File: src/rtl/edulent_mem_pkg.sv
// rtl/edulent_mem_pkg.sv - shared types and constants for the program/data RAM arbiter
package edulent_mem_pkg;

  // Default RAM geometry, shared with the RAM wrapper.
  localparam int MEM_ADDR_W = 8;
  localparam int MEM_DATA_W = 8;

  // Port identifiers, also the encoding of last_grant.
  localparam logic PORT_CPU = 1'b0;
  localparam logic PORT_LDR = 1'b1;

  typedef enum logic [1:0] {
    IDLE,
    ISSUE,
    CAPTURE
  } arb_state_t;

endpackage

File: src/rtl/mem_arb_pick.sv
// rtl/mem_arb_pick.sv - combinational two-way winner select for the RAM arbiter
//
// Ports:
//   req0_i       CPU request
//   req1_i       loader request
//   last_grant_i port that won the previous access
//   valid_o      at least one request present
//   port_o       winning port id (PORT_CPU / PORT_LDR)
module mem_arb_pick
  import edulent_mem_pkg::*;
#(
  parameter bit FIXED_PRIO = 1'b0
) (
  input  logic req0_i,
  input  logic req1_i,
  input  logic last_grant_i,
  output logic valid_o,
  output logic port_o
);

  always_comb begin
    valid_o = req0_i | req1_i;
    port_o  = PORT_CPU;
    if (req0_i && req1_i) begin
      // Contention: CPU always wins in fixed mode, otherwise the port
      // that did not win last time.
      port_o = FIXED_PRIO ? PORT_CPU : ~last_grant_i;
    end else if (req1_i) begin
      port_o = PORT_LDR;
    end
  end

endmodule

File: src/rtl/mem_arbiter.sv
// rtl/mem_arbiter.sv - two-port arbiter sharing one synchronous-read RAM
//
// Ports:
//   i_clk, i_rst               clock, async active-high reset
//   i_reqN/i_weN/i_addrN/i_wdataN  port N command (0 = CPU, 1 = loader)
//   o_gntN                     pulse: port N command issued to the RAM
//   o_rvalidN/o_rdataN         pulse + held read result for port N
//   o_mem_en/we/addr/wdata     registered RAM command
//   i_mem_rdata                RAM read data, valid the cycle after a read
module mem_arbiter
  import edulent_mem_pkg::*;
#(
  parameter int ADDR_W     = MEM_ADDR_W,
  parameter int DATA_W     = MEM_DATA_W,
  parameter int FIXED_PRIO = 0
) (
  input  logic              i_clk,
  input  logic              i_rst,
  input  logic              i_req0,
  input  logic              i_req1,
  input  logic              i_we0,
  input  logic              i_we1,
  input  logic [ADDR_W-1:0] i_addr0,
  input  logic [ADDR_W-1:0] i_addr1,
  input  logic [DATA_W-1:0] i_wdata0,
  input  logic [DATA_W-1:0] i_wdata1,
  output logic              o_gnt0,
  output logic              o_gnt1,
  output logic              o_rvalid0,
  output logic              o_rvalid1,
  output logic [DATA_W-1:0] o_rdata0,
  output logic [DATA_W-1:0] o_rdata1,
  output logic              o_mem_en,
  output logic              o_mem_we,
  output logic [ADDR_W-1:0] o_mem_addr,
  output logic [DATA_W-1:0] o_mem_wdata,
  input  logic [DATA_W-1:0] i_mem_rdata
);

  arb_state_t        state_q;
  logic              last_grant_q;
  logic              gnt0_q, gnt1_q;
  logic              rvalid0_q, rvalid1_q;
  logic [DATA_W-1:0] rdata0_q, rdata1_q;
  logic              mem_en_q, mem_we_q;
  logic [ADDR_W-1:0] mem_addr_q;
  logic [DATA_W-1:0] mem_wdata_q;

  logic              win_valid_d;
  logic              win_port_d;
  logic              sel_we_d;
  logic [ADDR_W-1:0] sel_addr_d;
  logic [DATA_W-1:0] sel_wdata_d;

  mem_arb_pick #(
    .FIXED_PRIO(FIXED_PRIO != 0)
  ) u_pick (
    .req0_i      (i_req0),
    .req1_i      (i_req1),
    .last_grant_i(last_grant_q),
    .valid_o     (win_valid_d),
    .port_o      (win_port_d)
  );

  assign sel_we_d    = (win_port_d == PORT_LDR) ? i_we1    : i_we0;
  assign sel_addr_d  = (win_port_d == PORT_LDR) ? i_addr1  : i_addr0;
  assign sel_wdata_d = (win_port_d == PORT_LDR) ? i_wdata1 : i_wdata0;

  // The RAM command registers double as the request latch, and last_grant_q
  // doubles as the latched port id since it is updated on every issue.
  always_ff @(posedge i_clk or posedge i_rst) begin
    if (i_rst) begin
      state_q      <= IDLE;
      last_grant_q <= PORT_LDR;
      gnt0_q       <= 1'b0;
      gnt1_q       <= 1'b0;
      rvalid0_q    <= 1'b0;
      rvalid1_q    <= 1'b0;
      rdata0_q     <= '0;
      rdata1_q     <= '0;
      mem_en_q     <= 1'b0;
      mem_we_q     <= 1'b0;
      mem_addr_q   <= '0;
      mem_wdata_q  <= '0;
    end else begin
      gnt0_q    <= 1'b0;
      gnt1_q    <= 1'b0;
      rvalid0_q <= 1'b0;
      rvalid1_q <= 1'b0;
      mem_en_q  <= 1'b0;
      mem_we_q  <= 1'b0;
      case (state_q)
        IDLE: begin
          if (win_valid_d) begin
            state_q      <= ISSUE;
            last_grant_q <= win_port_d;
            gnt0_q       <= (win_port_d == PORT_CPU);
            gnt1_q       <= (win_port_d == PORT_LDR);
            mem_en_q     <= 1'b1;
            mem_we_q     <= sel_we_d;
            mem_addr_q   <= sel_addr_d;
            mem_wdata_q  <= sel_wdata_d;
          end
        end
        ISSUE: begin
          // mem_we_q still holds the issued command's direction here.
          state_q <= mem_we_q ? IDLE : CAPTURE;
        end
        CAPTURE: begin
          state_q <= IDLE;
          if (last_grant_q == PORT_CPU) begin
            rdata0_q  <= i_mem_rdata;
            rvalid0_q <= 1'b1;
          end else begin
            rdata1_q  <= i_mem_rdata;
            rvalid1_q <= 1'b1;
          end
        end
        default: state_q <= IDLE;
      endcase
    end
  end

  assign o_gnt0      = gnt0_q;
  assign o_gnt1      = gnt1_q;
  assign o_rvalid0   = rvalid0_q;
  assign o_rvalid1   = rvalid1_q;
  assign o_rdata0    = rdata0_q;
  assign o_rdata1    = rdata1_q;
  assign o_mem_en    = mem_en_q;
  assign o_mem_we    = mem_we_q;
  assign o_mem_addr  = mem_addr_q;
  assign o_mem_wdata = mem_wdata_q;

endmodule

File: config.mk
export PLATFORM = sky130hd
export DESIGN_NAME = mem_arbiter
export DESIGN_NICKNAME = d
export VERILOG_FILES = /design/src/rtl/edulent_mem_pkg.sv /design/src/rtl/mem_arb_pick.sv /design/src/rtl/mem_arbiter.sv
export SDC_FILE = /design/constraint.sdc
export NUM_CORES = 1
export LEC_CHECK = 0
export BUFFER_PORTS_ARGS = -buffer_cell sky130_fd_sc_hd__buf_2
export CAP_MARGIN = 40
export CORE_MARGIN = 2
export CORE_UTILIZATION = 30
export CTS_CLUSTER_SIZE = 40
export DETAILED_ROUTE_END_ITERATION = 6
export PLACE_DENSITY = 0.65
export SYNTH_ARGS = -nofsm -noshare
export SYNTH_HDL_FRONTEND = slang
export SYNTH_SLANG_ARGS = --single-unit
File: constraint.sdc
create_clock -name i_clk -period 2.66 [get_ports i_clk]
set_input_delay 0.133 -clock i_clk [delete_from_list [all_inputs] [get_ports i_clk]]
set_output_delay 0.133 -clock i_clk [all_outputs]
set_load 0.01 [all_outputs]
==> results of run 1 <==
## per-stage QoR
step	cell area [sq um]	setup slack, ns	power, uW	std cells
3_3_place_gp	2218	0.8094	2106	263
5_1_grt	2344	0.6725	2767	272
3_5_place_dp	2218	0.7788	2122	263
6_report	2344	0.7809	2584	272
2_1_floorplan	1725	1.068	1719	110
4_1_cts	2344	0.7608	2639	272
## per-layer routing
| layer | routed length, microns | global-route usage | vias to the layer above |
|---|---|---|---|
| met3 | 298 | 0.04638 | 7 |
| met2 | 1668 | 0.1899 | 51 |
| met1 | 1394 | 0.1251 | 568 |
| met5 | 0 | 0 | - |
| met4 | 60 | 0.05085 | 0 |
| li1 | - | - | 559 |
## worst max-delay path, cell delays in order, from the launching register on
cell and delay, ns:
dfstp_2 0.57, a21bo_1 0.34, buf_4 0.29, mux2_4 0.31
mux2_2 0.26
## layout make-up
cell class	count	area [sq um]
repair buffers	86	440.4
flip-flops and latches	41	1027
multi-input cells	61	655.6
inverters	4	15.01
fillers	540	3197
clock inverters	3	46.29
clock buffers	5	68.82
well taps	72	90.09
## where the power goes
group	internal [uW]	switching [uW]	total [uW]
Combinational	550	462	1010
Clock	281	219	500
Sequential	931	140	1070
Total	1760	821	2580
## repair_timing
| action | 4_1_cts | 5_1_grt |
|---|---|---|
| hold buffers | 1 | 0 |
| endpoints found under the hold margin | 18 | 0 |
| resized for setup | 0 | 0 |
## final timing paths
path,cells after the start,endpoint,slack [ns],startpoint
setup / recovery,4,o_mem_wdata[5]$_DFFE_PP0P_,0.78,last_grant_q$_DFFE_PP1P_
hold / removal,3,o_mem_we$_DFF_PP0_,0.07,i_we1
setup reg to reg,4,o_mem_wdata[5]$_DFFE_PP0P_,0.78,last_grant_q$_DFFE_PP1P_
hold reg to reg,1,state_q[1]$_DFFE_PP0P_,0.43,o_mem_we$_DFF_PP0_
max in group asynchronous,4,last_grant_q$_DFFE_PP1P_,1.55,i_rst
min in group asynchronous,3,o_rdata0[6]$_DFFE_PP0P_,0.40,i_rst
## kinds of logic (layout without fill, tap and decap cells)
kind of cell,count (synthesis),count (layout),synth area share
compound gates,4,4,0.01595
mux,49,49,0.3372
buf+inv,8,98,0.02755
flops,41,41,0.5954
simple gates,8,8,0.02393
## cell usage after synthesis, drive strengths merged
library cell,instances
a21bo,1
mux2,49
nand3b,1
nor3b,2
dfrtp,40
a21boi,1
o21ai,1
a21oi,1
nor2,3
nand2,2
inv,4
buf,4
dfstp,1
## sequential cells by signal (all words and copies together) (netlist names)
| signal | count |
|---|---|
| o_rdata1 | 8 |
| state_q | 2 |
| last_grant_q | 1 |
| o_mem_wdata | 8 |
| o_mem_addr | 8 |
| o_mem_we | 1 |
| o_mem_en | 1 |
| o_gnt0 | 1 |
| o_rvalid1 | 1 |
| o_rvalid0 | 1 |
| o_gnt1 | 1 |
| o_rdata0 | 8 |
==> metrics, run 1 <==
Tightest Hold Check Type primary input to flip-flop; TritonRoute pass-1 iters 4; status completed; Startpoint Class flip-flop; commonest non-fill, non-tap cell in the layout buf_2; Skew-Pair Late Insertion Delay 0.29 ns; chip height around 80 microns; flops & latches, synth 41; die area 6374 sq um; share of the synthesized area in the top cell type 0.5801; post-DR vias/cell 4.357; mean post-synth cell area 15.69 sq um; DR vias 1,185; IO Port Bufs 83; PD cells 1103 nW/um^2; required time worst endpoint 2.84 ns; VDD IR max 0.4463 mV; Core Rows 27; most frequent cells in the layout buf_2 (83), mux2_2 (40), dfrtp_1 (40), mux2_4 (8), clkbuf_8 (5); Hold WS 0.06648 ns; Remaining DRCs 0; Yosys warning count 0; vias in the first global route 1,164; final estimated routing congestion in global placement 0.6976; Clock Pin Slew Worst Setup and Hold Paths approximately 0.090 ns; Congestion Overflow GR 0; cells after synthesis between 100 and 150; Crit Path Category flip-flop to flip-flop; endpoints failing setup 0; Mapped Nets 156; DRT antenna net count 0; first-pass GRT wire length 5.375 mm; final core utilization 0.4230; fin nets 245; fmax 0.5322 GHz; I/O pins 84; Setup Buffers After CTS 0; H-tree depth 2; WL final 3.422 mm; Worst Path Max Fanout 10; maximum clock path buffer count 2; fraction of layout cells with a size suffix above 1 0.7200; Worst Path Arrival slightly above 2 ns; antenna cells 0; Root Driver clkbuf_8; synth-to-layout area growth 35.82%; DR WL/cell 12.58 microns; Yosys cell types 17; post-route minimum period 1.879 ns; DPL Wire Length 2.583 mm; max-slew violations 0; Worst Setup End Kind flip-flop; area leader, netlist dfrtp_1; Initial Util 0.3114; setup_tns 0 ns; total CTS buffers 5; Final Hold Fails 0; largest net degree at the start of global routing 24; actual slew at the worst max-slew pin 0.7659 ns; slew margin rel. 0.4872; Post-Syn Area roughly 1700 sq um; synth top area cells dfrtp_1 (58%), mux2_2 (26%), mux2_4 (7.0%); worst-case clock skew roughly 0.009 ns; die span in x 79.84 microns; Seq/Total Area, Yosys 0.5954; GRT Overall Usage 0.1131; CTS tree yes; period utilization 0.7064; clk sinks 41; 1st-iter DRT viols 9; maxcap violations 0; static leakage 0.001174 uW; core area 5540 sq um; RSZ-0062 raised after global routing no; initial antenna violation count 0
Power figures use the tool's default switching activity.
==> run 2: changes to the inputs <==
--- a/config.mk
+++ b/config.mk
@@ -5,13 +5,14 @@
 export SDC_FILE = /design/constraint.sdc
 export NUM_CORES = 1
 export LEC_CHECK = 0
+export ABC_AREA = 1
 export BUFFER_PORTS_ARGS = -buffer_cell sky130_fd_sc_hd__buf_2
 export CAP_MARGIN = 40
 export CORE_MARGIN = 2
 export CORE_UTILIZATION = 30
 export CTS_CLUSTER_SIZE = 40
 export DETAILED_ROUTE_END_ITERATION = 6
-export PLACE_DENSITY = 0.65
+export PLACE_DENSITY = 0.64
 export SYNTH_ARGS = -nofsm -noshare
 export SYNTH_HDL_FRONTEND = slang
 export SYNTH_SLANG_ARGS = --single-unit
==> constraint.sdc (replaced) <==
create_clock -name i_clk -period 1.8 [get_ports i_clk]
set_input_delay 0.09 -clock i_clk [delete_from_list [all_inputs] [get_ports i_clk]]
set_output_delay 0.09 -clock i_clk [all_outputs]
set_load 0.01 [all_outputs]
==> run 2 against run 1 <==
Net effect:
- clock power is 43% higher
- die area is 7.6% higher
- worst hold slack worse by 0.013 ns
- worst setup slack worse by 0.33 ns
- cell count is 43% higher
- clock skew is 0.0025 ns lower
- critical endpoint is now o_rdata1[6]$_DFFE_PP0P_
- design area is 4.8% higher
- flip-flop and latch count stayed put
- sequential power is 50% higher
- global-route usage is 2.4 points higher
- first-iteration DRC count grew to 6.0 times the previous value
==> metrics, run 2 <==
Worst Setup End Kind flip-flop; WL final 4.364 mm; static leakage about 0.0015 uW; most frequent cells in the layout buf_2 (83), nand2_1 (65), inv_1 (46), dfrtp_1 (40), nand3_1 (34); Root Driver clkbuf_8; synth-to-layout area growth 31.77%; period utilization 0.7483; count leader, synth nand2_1; CP endpoint o_rdata1[6]$_DFFE_PP0P_; maxcap violations 0; asr flop ratio synth 1.000; wire length on met2 slightly below 2 mm; endpoints failing setup 0; Mapped Nets 272; clk sinks 41; worst r2r src last_grant_q$_DFFE_PP1P_; area leader, netlist dfrtp_1; DPL Wire Length 3.252 mm; DR vias 1,667; initial antenna violation count 0; mean post-synth cell area around 8.2 sq um; Yosys cell types 16; Final Hold Fails 0; Critical Path Max Stage Delay between 0.5 and 0.6 ns; top cells by count, synth nand2_1 (65), inv_1 (47), dfrtp_1 (40); worst-case clock skew 0.006537 ns; internal power 2393 uW; Tightest Hold Check Type primary input to flip-flop; Worst Path Max Fanout 17; required time worst endpoint 1.96 ns; Congestion Overflow GR 0; die span in x 82.81 microns; fraction of layout cells with a size suffix above 1 0.3248; Remaining DRCs 0; CP Cell Sequence nand3_1, nand2_1, o21ai_0; Crit Path Category flip-flop to flip-flop; Startpoint Class flip-flop; hold path cells 3; final core utilization 0.4122; flop-to-flop setup slack 0.45 ns; post-route minimum period 1.347 ns; Clock Pin Slew Worst Setup and Hold Paths roughly 0.07 ns; fmax 0.7425 GHz; Layout fillers 650; synth top area cells dfrtp_1 (54%), nand2_1 (13%), inv_1 (9.5%); commonest non-fill, non-tap cell in the layout buf_2; H-tree depth 2; Sw Pwr 1502 uW; register area a little over 1000 sq um; die area 6857 sq um; footprint of the multi-input gates approximately 590 sq um; CTS tree yes; part of the power in registers 0.412; actual slew at the worst max-slew pin 0.7559 ns; Skew-Pair Late Insertion Delay 0.29 ns; logic gate share of total power 0.404; Core Rows 28; fin nets between 300 and 400; cts repair resizes 0; Initial Util 0.3128; Yosys warning count 0; Post-Syn Area 1863 sq um; Seq/Total Area, Yosys 0.5514; I/O pins 84; sw frac 0.3857; cells after synthesis roughly 230; met3 WL 359 microns; largest net degree at the start of global routing 26; share of the synthesized area in the top cell type 0.5373; TritonRoute pass-1 iters 4; Critical R2R Capture o_rdata1[6]$_DFFE_PP0P_; antenna cells 0; Clock Power Share 0.184; vias in the first global route 1,648; setup_tns 0 ns; first-pass GRT wire length around 7.6 mm; slew margin rel. 0.4960; chip height 82.81 microns; wl on met1 roughly 2.0 mm; maximum clock path buffer count 2; 1st-iter DRT viols 54; DRT antenna net count 0; IO Port Bufs 83; core area 5956 sq um; Top Layer Used met4; total CTS buffers 5; status completed; number of flops mapped to enable cells by yosys 0; max-slew violations 0; r2r worst-path depth 3; final estimated routing congestion in global placement roughly 0.70; Critical-path top delay cell dfstp_2; flops & latches, synth 41; Worst Path Arrival 1.50 ns; GRT Overall Usage 0.1374; PD cells 1587 nW/um^2; DR WL/cell 11.22 microns; post-DR vias/cell 4.285; ys flop type dfrtp_1; VDD IR max between 0.5 and 0.6 mV; Worst Setup SP last_grant_q$_DFFE_PP1P_; RSZ-0062 raised after global routing no
[run 2: cell count changes after synthesis, sizes merged, moves of 4 or more]
cell / previous run / this run
o21ai: 1 / 18
nand3: 0 / 34
nor2: 3 / 10
buf: 4 / 8
nand2: 2 / 67
mux2: 49 / 0
inv: 4 / 47
[run 2: timing repair]
item / in CTS / in global routing
endpoints found under the hold margin: 22 / 0
hold buffers: 1 / 0
setup buffers: 0 / 0
[run 2: cell families after synthesis]
kind of cell    after synthesis  synth area share
compound gates               18           0.05037
simple gates                112            0.2686
buf+inv                      55            0.1296
flops                        41            0.5514
[run 2: worst min-delay path by stage]
stage | from | end | slack (ns)
global placement | i_rst | o_mem_wdata[7]$_DFFE_PP0P_ | 0.16
global route | i_we0 | o_mem_we$_DFF_PP0_ | 0.08
detailed placement | i_rst | o_rvalid1$_DFF_PP0_ | 0.16
CTS | i_we0 | o_mem_we$_DFF_PP0_ | 0.04
finish | i_we0 | o_mem_we$_DFF_PP0_ | 0.05
floorplan | i_we0 | o_mem_we$_DFF_PP0_ | 0.23
[run 2: power by group through the flow]
stage               Combinational (uW)  Clock (uW)  Sequential (uW)
floorplan                          812           0             1800
global route                      1800         783             1670
CTS                               1610         741             1610
detailed placement                1610           0             1610
global placement                  1560           0             1620
finish                            1570         716             1600
[run 2: worst max-delay path: cells and delay by family (launching register included)]
| kind | cells | cell delay [ns] |
|---|---|---|
| AND/OR/NAND/NOR | 2 | 0.56 |
| flip-flops | 1 | 0.56 |
| AO/OA/AOI/OAI | 1 | 0.09 |
[run 2: final cells by class]
type / instances / share of cell area
flip-flops and latches: 41 / 0.4185
multi-input cells: 130 / 0.2421
repair buffers: 88 / 0.1855
inverters: 47 / 0.07187
well taps: 75 / 0.03823
clock buffers: 6 / 0.02956
clock inverters: 2 / 0.01427
[run 2: layer usage]
| metal | global-route usage | vias to the layer above |
|---|---|---|
| met1 | 0.1788 | 743 |
| met2 | 0.2119 | 64 |
| met4 | 0.05216 | 0 |
| met5 | 0 | - |
| li1 | - | 854 |
| met3 | 0.04672 | 6 |
[run 2: per-stage QoR]
stage               total power (uW)  cell area, sq um  setup WS [ns]  hold slack [ns]  std cells
global route                    4258              2455         0.2332          0.07660        389
finish                          3895              2455         0.4531          0.05349        389
CTS                             3957              2455         0.4314          0.04319        389
global placement                3180              2337         0.5516           0.1640        380
detailed placement              3227              2337         0.4656           0.1643        380
floorplan                       2610              1863         0.6441           0.2340        226
==> run 3: changes to the inputs <==
--- a/config.mk
+++ b/config.mk
@@ -5,14 +5,14 @@
 export SDC_FILE = /design/constraint.sdc
 export NUM_CORES = 1
 export LEC_CHECK = 0
-export ABC_AREA = 1
+export ABC_AREA = 0
 export BUFFER_PORTS_ARGS = -buffer_cell sky130_fd_sc_hd__buf_2
 export CAP_MARGIN = 40
 export CORE_MARGIN = 2
 export CORE_UTILIZATION = 30
 export CTS_CLUSTER_SIZE = 40
 export DETAILED_ROUTE_END_ITERATION = 6
-export PLACE_DENSITY = 0.64
+export PLACE_DENSITY = 0.65
 export SYNTH_ARGS = -nofsm -noshare
 export SYNTH_HDL_FRONTEND = slang
 export SYNTH_SLANG_ARGS = --single-unit
==> constraint.sdc (replaced) <==
create_clock -name i_clk -period 1.3 [get_ports i_clk]
set_input_delay 0.065 -clock i_clk [delete_from_list [all_inputs] [get_ports i_clk]]
set_output_delay 0.065 -clock i_clk [all_outputs]
set_load 0.01 [all_outputs]
==> run 3 against run 2 <==
Net effect:
- highest routed layer unchanged
- sequential power increased by 38%
- register-to-register slack got worse by 0.68 ns
- the run now ends with negative setup slack left
- critical path type unchanged
- largest cell class unchanged
- flip-flop and latch count unchanged
- sequential share of layout area decreased by 2.7 points
- cell count decreased by 27%
==> metrics, run 3 (synthesis gave the netlist of run 1 again) <==
failing checks negative setup slack; 1st-iter DRT viols 34; TritonRoute pass-1 iters 3; maximum clock path buffer count 2; non-filler instance count after layout 285; antenna cells 0; fmax 0.6552 GHz; CTS tree yes; endpoints failing setup 24; die area roughly 6400 sq um; die span in x 79.84 microns; required time worst endpoint 1.47 ns; placed insts 268; post-route minimum period roughly 1.5 ns; H-tree depth 2; DRT antenna net count 0; slew margin rel. 0.7597; Worst Path Max Fanout 9; Crit path max-delay family multiplexers; chip height 79.84 microns; final estimated routing congestion in global placement between 0.7 and 0.8; Worst Setup End Kind flip-flop; PD cells between 2000 and 2500 nW/um^2; fin nets roughly 260; DR WL/cell 14.12 microns; worst-case clock skew ~0.007 ns; Critical-path top delay cell dfstp_2; post-DR vias/cell 4.389; PnR Total Power approximately 6000 uW; Root Driver clkbuf_8; core area around 5500 sq um; Buf/Inv on CP 1; vias in the first global route 1,314; commonest non-fill, non-tap cell in the layout buf_2; synth-to-layout area growth 52.21%; Worst Path Arrival between 1.5 and 2 ns; Crit Path Category flip-flop to flip-flop; Initial Util 0.3114; Startpoint Class flip-flop; I/O pins 84; static leakage around 0.0013 uW; max-slew violations 0; Congestion Overflow GR 0; VDD IR max 0.7630 mV; Tightest Hold Check Type primary input to flip-flop; Layout fillers 529; Remaining DRCs 0; wl on met1 between 1.5 and 2 mm; Top Layer Used met4; actual slew at the worst max-slew pin 0.3572 ns; DPL Wire Length around 2.6 mm; most frequent cells in the layout buf_2 (83), dfrtp_1 (40), mux2_4 (25), mux2_2 (24), buf_6 (6); clk sinks 41; wire length on met2 2.025 mm; met3 WL 170 microns; crit-path most repeated cell mux2_2; Clock Pin Slew Worst Setup and Hold Paths 0.08 ns; IO Port Bufs 83; CP Cell Sequence a21bo_4, buf_12, mux2_2, mux2_2; fraction of layout cells with a size suffix above 1 0.7559; Final Hold Fails 0; DR vias 1,251; largest net degree at the start of global routing 42; WL final 4.023 mm; initial antenna violation count 0; total CTS buffers 5; Critical Path Max Stage Delay around 0.54 ns; post-route setup slack -0.2263 ns; RSZ-0062 raised after global routing yes; GRT Overall Usage 0.1280; Skew-Pair Late Insertion Delay between 0.2 and 0.3 ns; maxcap violations 0; first-pass GRT wire length about 6 mm; Core Rows 27; period utilization 1.174; status complete, but fails checks
==> run 3: cell types whose count changed in the layout (fill, tap and decap cells not counted), sizes merged, moves of 2 or more <==
cell | before | now
nand2 | 67 | 2
mux2 | 0 | 49
inv | 47 | 3
nand3 | 34 | 0
o21ai | 18 | 1
buf | 87 | 95
nor2 | 10 | 3
dlygate4sd3 | 1 | 3
nor3b | 0 | 2
==> run 3: power by group <==
part           internal [uW]  switching (uW)
clock network            558             422
registers               1910             298
logic                   1650            1140
total                   4110            1860
==> run 3: routing by layer <==
metal  vias to the layer above  track usage
met1                       618       0.1488
met4                         0      0.06102
met3                         8      0.03281
li1                        589            -
met2                        36       0.2193
met5                         -            0
==> run 3: cell type report <==
type                            instances  area, sq um  share of cell area
Clock buffer                            5        68.82             0.02620
Clock inverter                          2        35.03             0.01334
Inverter                                4        15.01            0.005717
Multi-Input combinational cell         61        744.5              0.2835
Sequential cell                        41         1027              0.3911
Tap cell                               72        90.09             0.03430
Timing Repair Buffer                  100        645.6              0.2458
==> run 3: path summary, 6_finish.rpt <==
| path | start | endpoint | slack [ns] | cells past startpoint |
|---|---|---|---|---|
| max | last_grant_q$_DFFE_PP1P_ | o_mem_addr[0]$_DFFE_PP0P_ | -0.23 | 4 |
| min | i_mem_rdata[7] | o_rdata0[7]$_DFFE_PP0P_ | 0.02 | 2 |
| max reg2reg | last_grant_q$_DFFE_PP1P_ | o_mem_addr[0]$_DFFE_PP0P_ | -0.23 | 4 |
| min reg2reg | o_mem_we$_DFF_PP0_ | state_q[1]$_DFFE_PP0P_ | 0.45 | 1 |
| max in group asynchronous | i_rst | last_grant_q$_DFFE_PP1P_ | 0.69 | 4 |
| min in group asynchronous | i_rst | o_rdata1[5]$_DFFE_PP0P_ | 0.34 | 4 |
==> run 3: timing repair <==
action,in CTS,in global routing
cloned,1,2
setup buffers,1,3
pin swaps,1,2
setup endpoints to repair,24,33
hold buffers,2,1
resized for setup,17,16
endpoints found under the hold margin,41,1
==> run 3: metrics by stage <==
stage | utilization | hold WS (ns) | TNS [ns] | worst slack (ns) | area, sq um
2_1_floorplan | - | 0.1957 | -3.572 | -0.2807 | 1735
3_3_place_gp | 0.4131 | 0.1131 | -3.798 | -0.2356 | 2288
3_5_place_dp | 0.4131 | 0.1178 | -3.987 | -0.2615 | 2288
4_1_cts | 0.4490 | 0.0004714 | -4.137 | -0.2695 | 2487
5_1_grt | 0.4740 | 0.005109 | -5.375 | -0.2898 | 2626
6_report | 0.4740 | 0.01873 | -3.778 | -0.2263 | 2626
==> run 3: worst reg2reg max path, cell delays in order (launching register included) <==
cell and delay (ns):
dfstp_2 0.54, a21bo_4 0.15, buf_12 0.14, mux2_2 0.33, mux2_2 0.26
